$ cat src/rtl/sd_pixel_loader_pkg.sv
// Shared types and helpers for the SD-card BMP pixel loader: FSM states,
// pixel-format codes and the 24-bit to 16-bit colour reduction.
package sd_pixel_loader_pkg;

    typedef enum logic [2:0] {
        ST_IDLE,
        ST_SKIP,
        ST_PACK,
        ST_DRAIN,
        ST_DONE
    } state_t;

    localparam logic MODE_565 = 1'b0;
    localparam logic MODE_888 = 1'b1;

    // Truncating reduction, no rounding: keep the top bits of each channel.
    function automatic logic [15:0] rgb888_to_565(input logic [7:0] b,
                                                  input logic [7:0] g,
                                                  input logic [7:0] r);
        return {r[7:3], g[7:2], b[7:3]};
    endfunction

endpackage

$ cat src/rtl/sd_pixel_loader_pix_fifo.sv
// Small synchronous FIFO for assembled pixels; DEPTH must be a power of two.
// pop_data reads zero while empty so the output port is clean after reset.
module pix_fifo #(
    parameter int DEPTH = 4,
    parameter int WIDTH = 16
) (
    input  logic                       clk,
    input  logic                       rst,
    input  logic                       push,
    input  logic [WIDTH-1:0]           push_data,
    input  logic                       pop,
    output logic [WIDTH-1:0]           pop_data,
    output logic                       full,
    output logic                       empty,
    output logic [$clog2(DEPTH+1)-1:0] count
);

    localparam int AW = $clog2(DEPTH);
    localparam int CW = $clog2(DEPTH+1);

    logic [WIDTH-1:0] mem [DEPTH];
    logic [AW-1:0]    wr_ptr;
    logic [AW-1:0]    rd_ptr;
    logic             do_push;
    logic             do_pop;

    assign do_push = push && !full;
    assign do_pop  = pop && !empty;

    // NOTE: the storage array has no reset; only pointers and count do, and
    // empty masks pop_data, so stale entries can never reach the output.
    always_ff @(posedge clk) begin
        if (do_push) begin
            mem[wr_ptr] <= push_data;
        end
    end

    always_ff @(posedge clk) begin
        if (rst) begin
            wr_ptr <= '0;
            rd_ptr <= '0;
            count  <= '0;
        end else begin
            if (do_push) wr_ptr <= wr_ptr + 1'b1;
            if (do_pop)  rd_ptr <= rd_ptr + 1'b1;
            case ({do_push, do_pop})
                2'b10:   count <= count + 1'b1;
                2'b01:   count <= count - 1'b1;
                default: ;
            endcase
        end
    end

    assign full     = (count == CW'(DEPTH));
    assign empty    = (count == '0);
    assign pop_data = empty ? '0 : mem[rd_ptr];

endmodule

$ cat src/rtl/sd_pixel_loader.sv
// Streams a BMP file from SD: drops the header, packs RGB565 or BGR888 bytes
// into RGB565 pixels and hands them to the SDRAM writer through pix_fifo.
module sd_pixel_loader
    import sd_pixel_loader_pkg::*;
#(
    parameter int HDR_BYTES    = 54,
    parameter int FRAME_PIXELS = 786432,
    parameter int FIFO_DEPTH   = 4
) (
    input  logic                              clk,
    input  logic                              rst,
    input  logic                              start,
    input  logic                              mode,
    input  logic                              in_valid,
    input  logic [7:0]                        in_data,
    output logic                              in_ready,
    output logic                              out_valid,
    output logic [15:0]                       out_data,
    input  logic                              out_ready,
    output logic                              busy,
    output logic                              done,
    output logic [$clog2(FRAME_PIXELS+1)-1:0] pix_cnt
);

    localparam int HDR_W = (HDR_BYTES > 0) ? $clog2(HDR_BYTES+1) : 1;
    localparam int PIX_W = $clog2(FRAME_PIXELS+1);
    localparam int FCW   = $clog2(FIFO_DEPTH+1);
    localparam logic [HDR_W-1:0] HDR_MAX = HDR_W'(HDR_BYTES);
    localparam logic [PIX_W-1:0] PIX_MAX = PIX_W'(FRAME_PIXELS);

    state_t           state;
    state_t           state_next;
    logic             mode_q;
    logic [1:0]       byte_idx;
    logic [7:0]       byte0;
    logic [7:0]       byte1;
    logic [HDR_W-1:0] hdr_cnt;
    logic [PIX_W-1:0] pix_q;

    logic             fifo_full;
    logic             fifo_empty;
    logic [FCW-1:0]   fifo_count;
    logic             accept;
    logic             start_ok;
    logic             last_byte;
    logic             hdr_last;
    logic             frame_last;
    logic             push;
    logic [15:0]      push_data;

    // Ready comes from registered state only, so a pop in the same cycle
    // never opens room in a full FIFO.
    assign in_ready   = (state == ST_SKIP) || ((state == ST_PACK) && !fifo_full);
    assign accept     = in_valid && in_ready;
    assign start_ok   = start && ((state == ST_IDLE) || (state == ST_DONE));
    assign last_byte  = (mode_q == MODE_565) ? (byte_idx == 2'd1) : (byte_idx == 2'd2);
    assign hdr_last   = (int'(hdr_cnt) == HDR_BYTES - 1);
    assign frame_last = (int'(pix_q) == FRAME_PIXELS - 1);
    assign push       = accept && (state == ST_PACK) && last_byte;
    assign push_data  = (mode_q == MODE_565) ? {in_data, byte0}
                                             : rgb888_to_565(byte0, byte1, in_data);

    // NOTE: every sequential process uses non-blocking assignments so all
    // registers see the same pre-edge values regardless of process order.
    always_ff @(posedge clk) begin
        if (rst) state <= ST_IDLE;
        else     state <= state_next;
    end

    // NOTE: defaults at the top keep every output assigned on every path,
    // which is what stops a latch from being inferred.
    always_comb begin
        state_next = state;
        busy       = 1'b0;
        done       = 1'b0;
        case (state)
            ST_IDLE, ST_DONE: begin
                done = (state == ST_DONE);
                if (start) state_next = (HDR_BYTES == 0) ? ST_PACK : ST_SKIP;
            end
            ST_SKIP: begin
                busy = 1'b1;
                if (accept && hdr_last) state_next = ST_PACK;
            end
            ST_PACK: begin
                busy = 1'b1;
                if (push && frame_last) state_next = ST_DRAIN;
            end
            ST_DRAIN: begin
                busy = 1'b1;
                if (fifo_count == '0) state_next = ST_DONE;
            end
            default: state_next = ST_IDLE;
        endcase
    end

    always_ff @(posedge clk) begin
        if (rst) begin
            mode_q   <= MODE_565;
            byte_idx <= '0;
            byte0    <= '0;
            byte1    <= '0;
            hdr_cnt  <= '0;
            pix_q    <= '0;
        end else if (start_ok) begin
            mode_q   <= mode;
            byte_idx <= '0;
            byte0    <= '0;
            byte1    <= '0;
            hdr_cnt  <= '0;
            pix_q    <= '0;
        end else if (accept) begin
            if (state == ST_SKIP) begin
                if (hdr_cnt != HDR_MAX) hdr_cnt <= hdr_cnt + 1'b1;
            end else begin
                case (byte_idx)
                    2'd0:    byte0 <= in_data;
                    2'd1:    byte1 <= in_data;
                    default: ;
                endcase
                byte_idx <= last_byte ? 2'd0 : byte_idx + 2'd1;
                if (last_byte && (pix_q != PIX_MAX)) pix_q <= pix_q + 1'b1;
            end
        end
    end

    pix_fifo #(
        .DEPTH (FIFO_DEPTH),
        .WIDTH (16)
    ) u_fifo (
        .clk       (clk),
        .rst       (rst),
        .push      (push),
        .push_data (push_data),
        .pop       (out_ready),
        .pop_data  (out_data),
        .full      (fifo_full),
        .empty     (fifo_empty),
        .count     (fifo_count)
    );

    assign out_valid = !fifo_empty;
    assign pix_cnt   = pix_q;

endmodule

$ cat config.mk
export PLATFORM = sky130hd
export DESIGN_NAME = sd_pixel_loader
export DESIGN_NICKNAME = d
export VERILOG_FILES = /design/src/rtl/sd_pixel_loader_pkg.sv /design/src/rtl/sd_pixel_loader_pix_fifo.sv /design/src/rtl/sd_pixel_loader.sv
export SDC_FILE = /design/constraint.sdc
export NUM_CORES = 1
export LEC_CHECK = 0
export CAP_MARGIN = 30
export CORE_MARGIN = 10
export CORE_UTILIZATION = 35
export CTS_CLUSTER_DIAMETER = 150
export DETAILED_ROUTE_END_ITERATION = 10
export GPL_TIMING_DRIVEN = 0
export PLACE_DENSITY = 0.55
export SYNTH_ARGS = -nofsm -noshare
export SYNTH_HDL_FRONTEND = slang
export SYNTH_HIERARCHICAL = 1
export SYNTH_SLANG_ARGS = --single-unit
$ cat constraint.sdc
create_clock -name clk -period 5.87 [get_ports clk]
set_input_delay 1.174 -clock clk [delete_from_list [all_inputs] [get_ports clk]]
set_output_delay 1.174 -clock clk [all_outputs]
set_load 0.05 [all_outputs]
# Yosys cells after proc, flatten, opt, wreduce, memory -nomap -nowiden

Memory sizes are Yosys's and may differ from the RTL's. A register that Yosys moved wholly into a read port is not among the register bits.
Cells that the tools add are included.

$add $sub $neg: 7
Multipliers: 0
Divide/modulo/power cells: 0
Magnitude comparators: 0
Equality and inequality tests: 17
Shift operators: 0
Mux-type cells: 16
Bitwise logic cells: 1
Reduce and logical (&&, ||, !) cells: 27

Operator list:

| operator                | count |
|---|---|
| $add A20 B1 Y20 const B | 1 |
| $eq A20 B20 Y1 const B  | 1 |
| $ne A20 B20 Y1 const B  | 1 |
| $mux W16                | 1 |
| $mux W3                 | 4 |
| $pmux W3 S4             | 1 |
| $reduce_and A3 Y1       | 4 |
| $mux W11                | 1 |
| $logic_and A1 B1 Y1     | 10 |
| $add A2 B1 Y2 const B   | 3 |
| $add A6 B1 Y6 const B   | 1 |
| $eq A3 B2 Y1 const B    | 2 |
| $eq A3 B3 Y1 const B    | 2 |
| $eq A6 B5 Y1 const B    | 1 |
| $logic_not A3 Y1        | 2 |
| $mux W2                 | 3 |
| $ne A2 B1 Y1 const B    | 3 |
| $ne A6 B6 Y1 const B    | 1 |
| $pmux W3 S2             | 1 |
| $mux W1                 | 5 |
| $eq A2 B1 Y1 const B    | 2 |
| $eq A2 B2 Y1 const B    | 2 |
| $reduce_and A4 Y1       | 1 |
| $reduce_or A2 Y1        | 2 |
| other kinds (11)        | 13 |

Flip-flop bits (word level): 55
Bits in latches: 0
RAM bits: 64
ROM bits: 0
Input bits: 14
Output and inout port bits: 40
Logic and storage cells: 79
Memories kept: 1

Memory list:

| memory     | depth | bits a word | rd ports | clocked after memory_dff | write ports | RTL line                       | RTL |
|---|---|---|---|---|---|---|---|
| u_fifo.mem | 4     | 16          | 1        | 1                        | 1           | sd_pixel_loader_pix_fifo.sv:21 | `logic [WIDTH-1:0] mem [DEPTH];` |

# Longest topological paths before layout

Depth after elaboration: 10
Gate-level depth with buffers: 15
Mapped depth without buffers: 14

# Cells and area by module

The synthesis kept the hierarchy.

Modules (own cells, without submodules):

| module          | times used | cells each | area each (um^2) | sequential area each (um^2) |
|---|---|---|---|---|
| pix_fifo        | 1          | 155        | 3019.1           | 2102.0 |
| sd_pixel_loader | 1          | 273        | 2347.3           | 920.9 |

# Least setup slack after synthesis

No wires, ideal clock.

Path type: in2reg
From: input in_valid
To: register u_fifo.count[2]
Library setup time: 0.070 ns
Arrival: 3.009 ns
Required time: 5.800 ns
Setup slack: 2.791 ns
Stages: 12
Buffers on the path: 0
Cell sequence: nand2b_1 or3_4 clkinv_4 inv_1 nor2_1 inv_1 ha_1 inv_1 fa_1 xor2_1 or3_1 a21oi_1

Longest elaborated chain between the ends: 6
Elaborated cells on any way between the ends: 8
Those cells by class: 2 x eq/ne; 1 x mux; 5 x reduce/logical

Ends and longest elaborated chain:

| element                                           | RTL line                       | RTL |
|---|---|---|
| start, declared                                   | sd_pixel_loader.sv:14          | `input logic in_valid,` |
| $logic_and A1 B1 Y1 (*)                           | sd_pixel_loader.sv:54          | `assign accept = in_valid && in_ready;` |
| $logic_and A1 B1 Y1 (*) (2 in series)             | sd_pixel_loader.sv:59          | `assign push = accept && (state == ST_PACK) && last_byte;` |
| net push                                          | sd_pixel_loader.sv:48          | `logic push;` |
| $logic_and A1 B1 Y1 (*)                           | sd_pixel_loader_pix_fifo.sv:27 | `assign do_push = push && !full;` |
| $eq A2 B1 Y1 or $eq A2 B2 Y1 (tied branches)      | sd_pixel_loader_pix_fifo.sv:46 | `case ({do_push, do_pop})` |
| $pmux W3 S2 or $reduce_bool A2 Y1 (tied branches) | n/a                            |  |
| end signal, assigned                              | sd_pixel_loader_pix_fifo.sv:47 | `2'b10: count <= count + 1'b1;` |
| end signal, assigned                              | sd_pixel_loader_pix_fifo.sv:48 | `2'b01: count <= count - 1'b1;` |
| end, declared                                     | sd_pixel_loader_pix_fifo.sv:15 | `output logic [$clog2(DEPTH+1)-1:0] count` |

Mark *: on every way through the listed nets, which the timed path passes. The rest lies on a longest branch.
A chain may end at the register's enable or synchronous reset.

# Worst setup path in the final report

From: register u_fifo.count[0]
To: output in_ready

Longest elaborated chain between the ends: 4

Ends and longest elaborated chain:

| element             | RTL line                       | RTL |
|---|---|---|
| $eq A3 B3 Y1        | sd_pixel_loader_pix_fifo.sv:54 | `assign full = (count == CW'(DEPTH));` |
| net fifo_full       | sd_pixel_loader.sv:40          | `logic fifo_full;` |
| $logic_not A1 Y1    | sd_pixel_loader.sv:53          | `assign in_ready = (state == ST_SKIP) \|\| ((state == ST_PACK) && !fifo_full);` |
| $logic_and A1 B1 Y1 | sd_pixel_loader.sv:53          |  |
| $logic_or A1 B1 Y1  | sd_pixel_loader.sv:53          |  |
| end, declared       | sd_pixel_loader.sv:16          | `output logic in_ready,` |

The timed path passes the listed nets, and every way through them passes these cells.

==> reports/results.txt <==
Tcrit/Tclk final -> 0.631
post-CTS sizing -> 0
largest cells by area after synthesis -> edfxtp_1, dfxtp_1, mux4_2, ha_1, mux4_1
Post-synth EDFFs -> 64
Nets -> 528
DIE WIDTH -> 144 um
worst hold stages -> 2
starting density of the core -> 0.356
grt met3 use -> 0.0475
Antenna Cells -> 0
grt peak-use layer -> met2
register area share after synthesis -> 0.563
Post-Syn Nets -> 456
Synth area leader -> edfxtp_1
final count of hold timing violations -> 0
DR WL/cell -> 16.9 um
CP Data Required Time -> 4.70 ns
Inserted Clock Buffers -> 17
crit path DAT -> 2.53 ns
initial antenna violation count -> 0
Overall Global Routing Usage -> 0.122
hold buffers post-CTS -> 0
Synth Register Bits -> 119
Worst R2R Path Depth -> 9
final setup vio count -> 0
unrepaired setup endpoints after global routing -> no
Yosys warning total -> 6
Final min period -> 3.70 ns
Peak VDD IR -> 0.000192 V
Routed WL -> 11800 um
setup TNS -> 0 ns
fmax -> 270 MHz
Min-Delay Path Class -> reg2reg
core area -> 15100 um^2
port bufs -> 52
FFs w/ async S/R, synth -> 0
worst hold start -> byte1[4]
Post-Synthesis Cells -> 428
die height -> 144 um
Slew @ Worst Pin -> 0.942 ns
DRT Pass-1 Iters -> 4
Final Skew -> 0.00953 ns
top cell type's share of synthesized area -> 0.358
drc violations -> 0
TritonCTS clock tree -> done
ys flop type -> edfxtp_1
I/O pin total -> 54
Worst R2R End -> u_fifo/mem[0][4]
Vias/cell -> 5.09
crit-path max FO -> 6
Slew Viols, Final -> 0
HPWL after detailed placement -> 8140 um
met1 Track Usage GR -> 0.148
non-filler cells, final -> 701
status -> complete, no violations
startpoint class of the critical path -> register
Power Dens Cells -> 299 nW/um^2
GR Util met2 -> 0.192
final instance area -> 6760 um^2
Die ar. -> 20700 um^2
row count -> 45
Vias -> 3565
CTS root buffer -> clkbuf_16
global-route wire length before repair -> 19600 um
CP Capture Type -> output port
total gr overflow -> 0
H-tree level count -> 4
fraction of layout cells with a size suffix above 1 -> 0.148
vias in the first global route -> 3669
R2R Path Start -> byte_idx[1]
Mean Syn Cell Area -> 12.5 um^2
maximum capacitance violations -> 0
Cell Area, Synth -> 5370 um^2
largest net degree at the start of global routing -> 17
DP Area -> 6120 um^2
Reg2Reg Setup Slack -> 2.72 ns
placed cells -> 668
Clk Latency, worst-skew pair -> 0.41 ns
# fillers -> 1404
Final ANT Viol Nets -> 0
Slew HR -> 0.372
top cells by count, synth -> edfxtp_1, dfxtp_1, nand2_1
library cells used by synthesis -> 52
Max clock buf depth -> 2
# clock sinks -> 119
CP Class -> reg2out
Reg clk slew, reported paths -> 0.06 ns
leakage -> 2.32 nW
setup bufs post-CTS -> 0
Area Overhead vs Synth -> 26.0%
Hold EP -> byte1[4]
GPL Wtd Cong -> 0.820
count leader, synth -> edfxtp_1
DR iter-0 viols -> 235
layout by cell type, fill, tap and decap left out, types with 2 or more instances in the layout:
cell type / netlist / routed
nor4_1: 6 / 6
or3_1: 6 / 6
and2_1: 6 / 6
clkinv_4: 1 / 4
nand2_1: 30 / 30
buf_1: 4 / 4
clkinvlp_4: 0 / 2
nor2b_1: 6 / 6
clkdlybuf4s50_1: 0 / 52
xor2_1: 12 / 12
a21oi_1: 29 / 29
o211ai_1: 6 / 6
mux2_2: 11 / 11
mux4_1: 6 / 6
xnor2_1: 6 / 6
inv_1: 17 / 17
clkbuf_1: 6 / 7
ha_1: 13 / 13
nor2_1: 26 / 26
o31ai_1: 6 / 6
dfxtp_1: 55 / 55
mux2i_1: 3 / 3
and3_1: 3 / 3
inv_6: 0 / 3
buf_6: 3 / 4
nand2b_1: 7 / 7
o21ai_0: 8 / 8
clkbuf_16: 0 / 17
and4_1: 3 / 3
nor3_1: 3 / 3
mux4_2: 10 / 10
edfxtp_1: 64 / 64
nor2b_4: 10 / 10
bufinv_16: 0 / 4
nor3b_1: 2 / 2
nand4_1: 11 / 11
nand3_1: 23 / 23
or4_1: 7 / 7
worst max-delay path, cell delays in order (launching register included):
cell             delay [ns]
dfxtp_1                0.49
nor3b_2                0.12
or3b_4                 0.41
a21oi_1                0.24
clkdlybuf4s50_1        0.86
worst max path at each step:
stage	from	to	slack [ns]	cells past startpoint
after global placement	in_valid	u_fifo/mem[1][14]	1.91	7
final	u_fifo/count[0]	in_ready	2.17	4
after global routing	u_fifo/count[0]	in_ready	2.08	4
after detailed placement	in_valid	u_fifo/mem[1][9]	1.84	7
after floorplan	in_valid	u_fifo/count[2]	2.79	12
after CTS	u_fifo/count[0]	in_ready	2.15	4
per-stage QoR:
step	power [mW]	hold WS [ns]	utilization	setup WS (ns)
after floorplan	0.924	0.433	-	2.79
after global placement	0.948	0.440	0.406	1.91
after detailed placement	0.949	0.449	0.406	1.84
after CTS	2.04	0.459	0.447	2.15
after global routing	2.09	0.469	0.448	2.08
final	2.02	0.458	0.448	2.17
registers in the layout (all words and copies together), names as in the netlist, named ones only:
| name | flops |
|---|---|
| state | 3 |
| u_fifo/rd_ptr | 2 |
| byte0 | 8 |
| u_fifo/mem | 64 |
| mode_q | 1 |
| u_fifo/wr_ptr | 2 |
| byte_idx | 2 |
| byte1 | 6 |
| u_fifo/count | 3 |
| pix_cnt | 20 |
| hdr_cnt | 6 |
routing by layer:
| layer | vias to the layer above | routed length, um |
|---|---|---|
| met5 | - | 0 |
| met4 | 0 | 180 |
| met3 | 15 | 764 |
| met2 | 81 | 5580 |
| met1 | 1731 | 5310 |
| li1 | 1738 | - |
cell families (layout without fill, tap and decap cells):
family                     Yosys count  after routing  synth area share
and+or+nand+nor                    158            158             0.178
DFF                                119            119             0.563
AOI/OAI and AO/OA                   54             54            0.0618
buffers and inverters               35            120            0.0338
muxes                               30             30             0.100
xor gates and xnor gates            18             18            0.0294
adders and majority gates           14             14            0.0340
where the power goes:
group	total, mW	internal (mW)	switching (mW)
sequential	0.878	0.875	0.00329
clock	1.09	0.713	0.376
combinational	0.0524	0.0192	0.0332
total	2.02	1.61	0.412
area by class of cell:
class	instances	area (um^2)	share of cell area
tap	188	235	0.0348
clock buffer	18	429	0.0635
buffer	17	109	0.0161
multi-input combinational	274	2160	0.320
sequential	119	3020	0.447
clock inverter	14	196	0.0291
timing repair buffer	53	532	0.0787
inverter	18	72.6	0.0107
(Power assumes the default switching activity.)
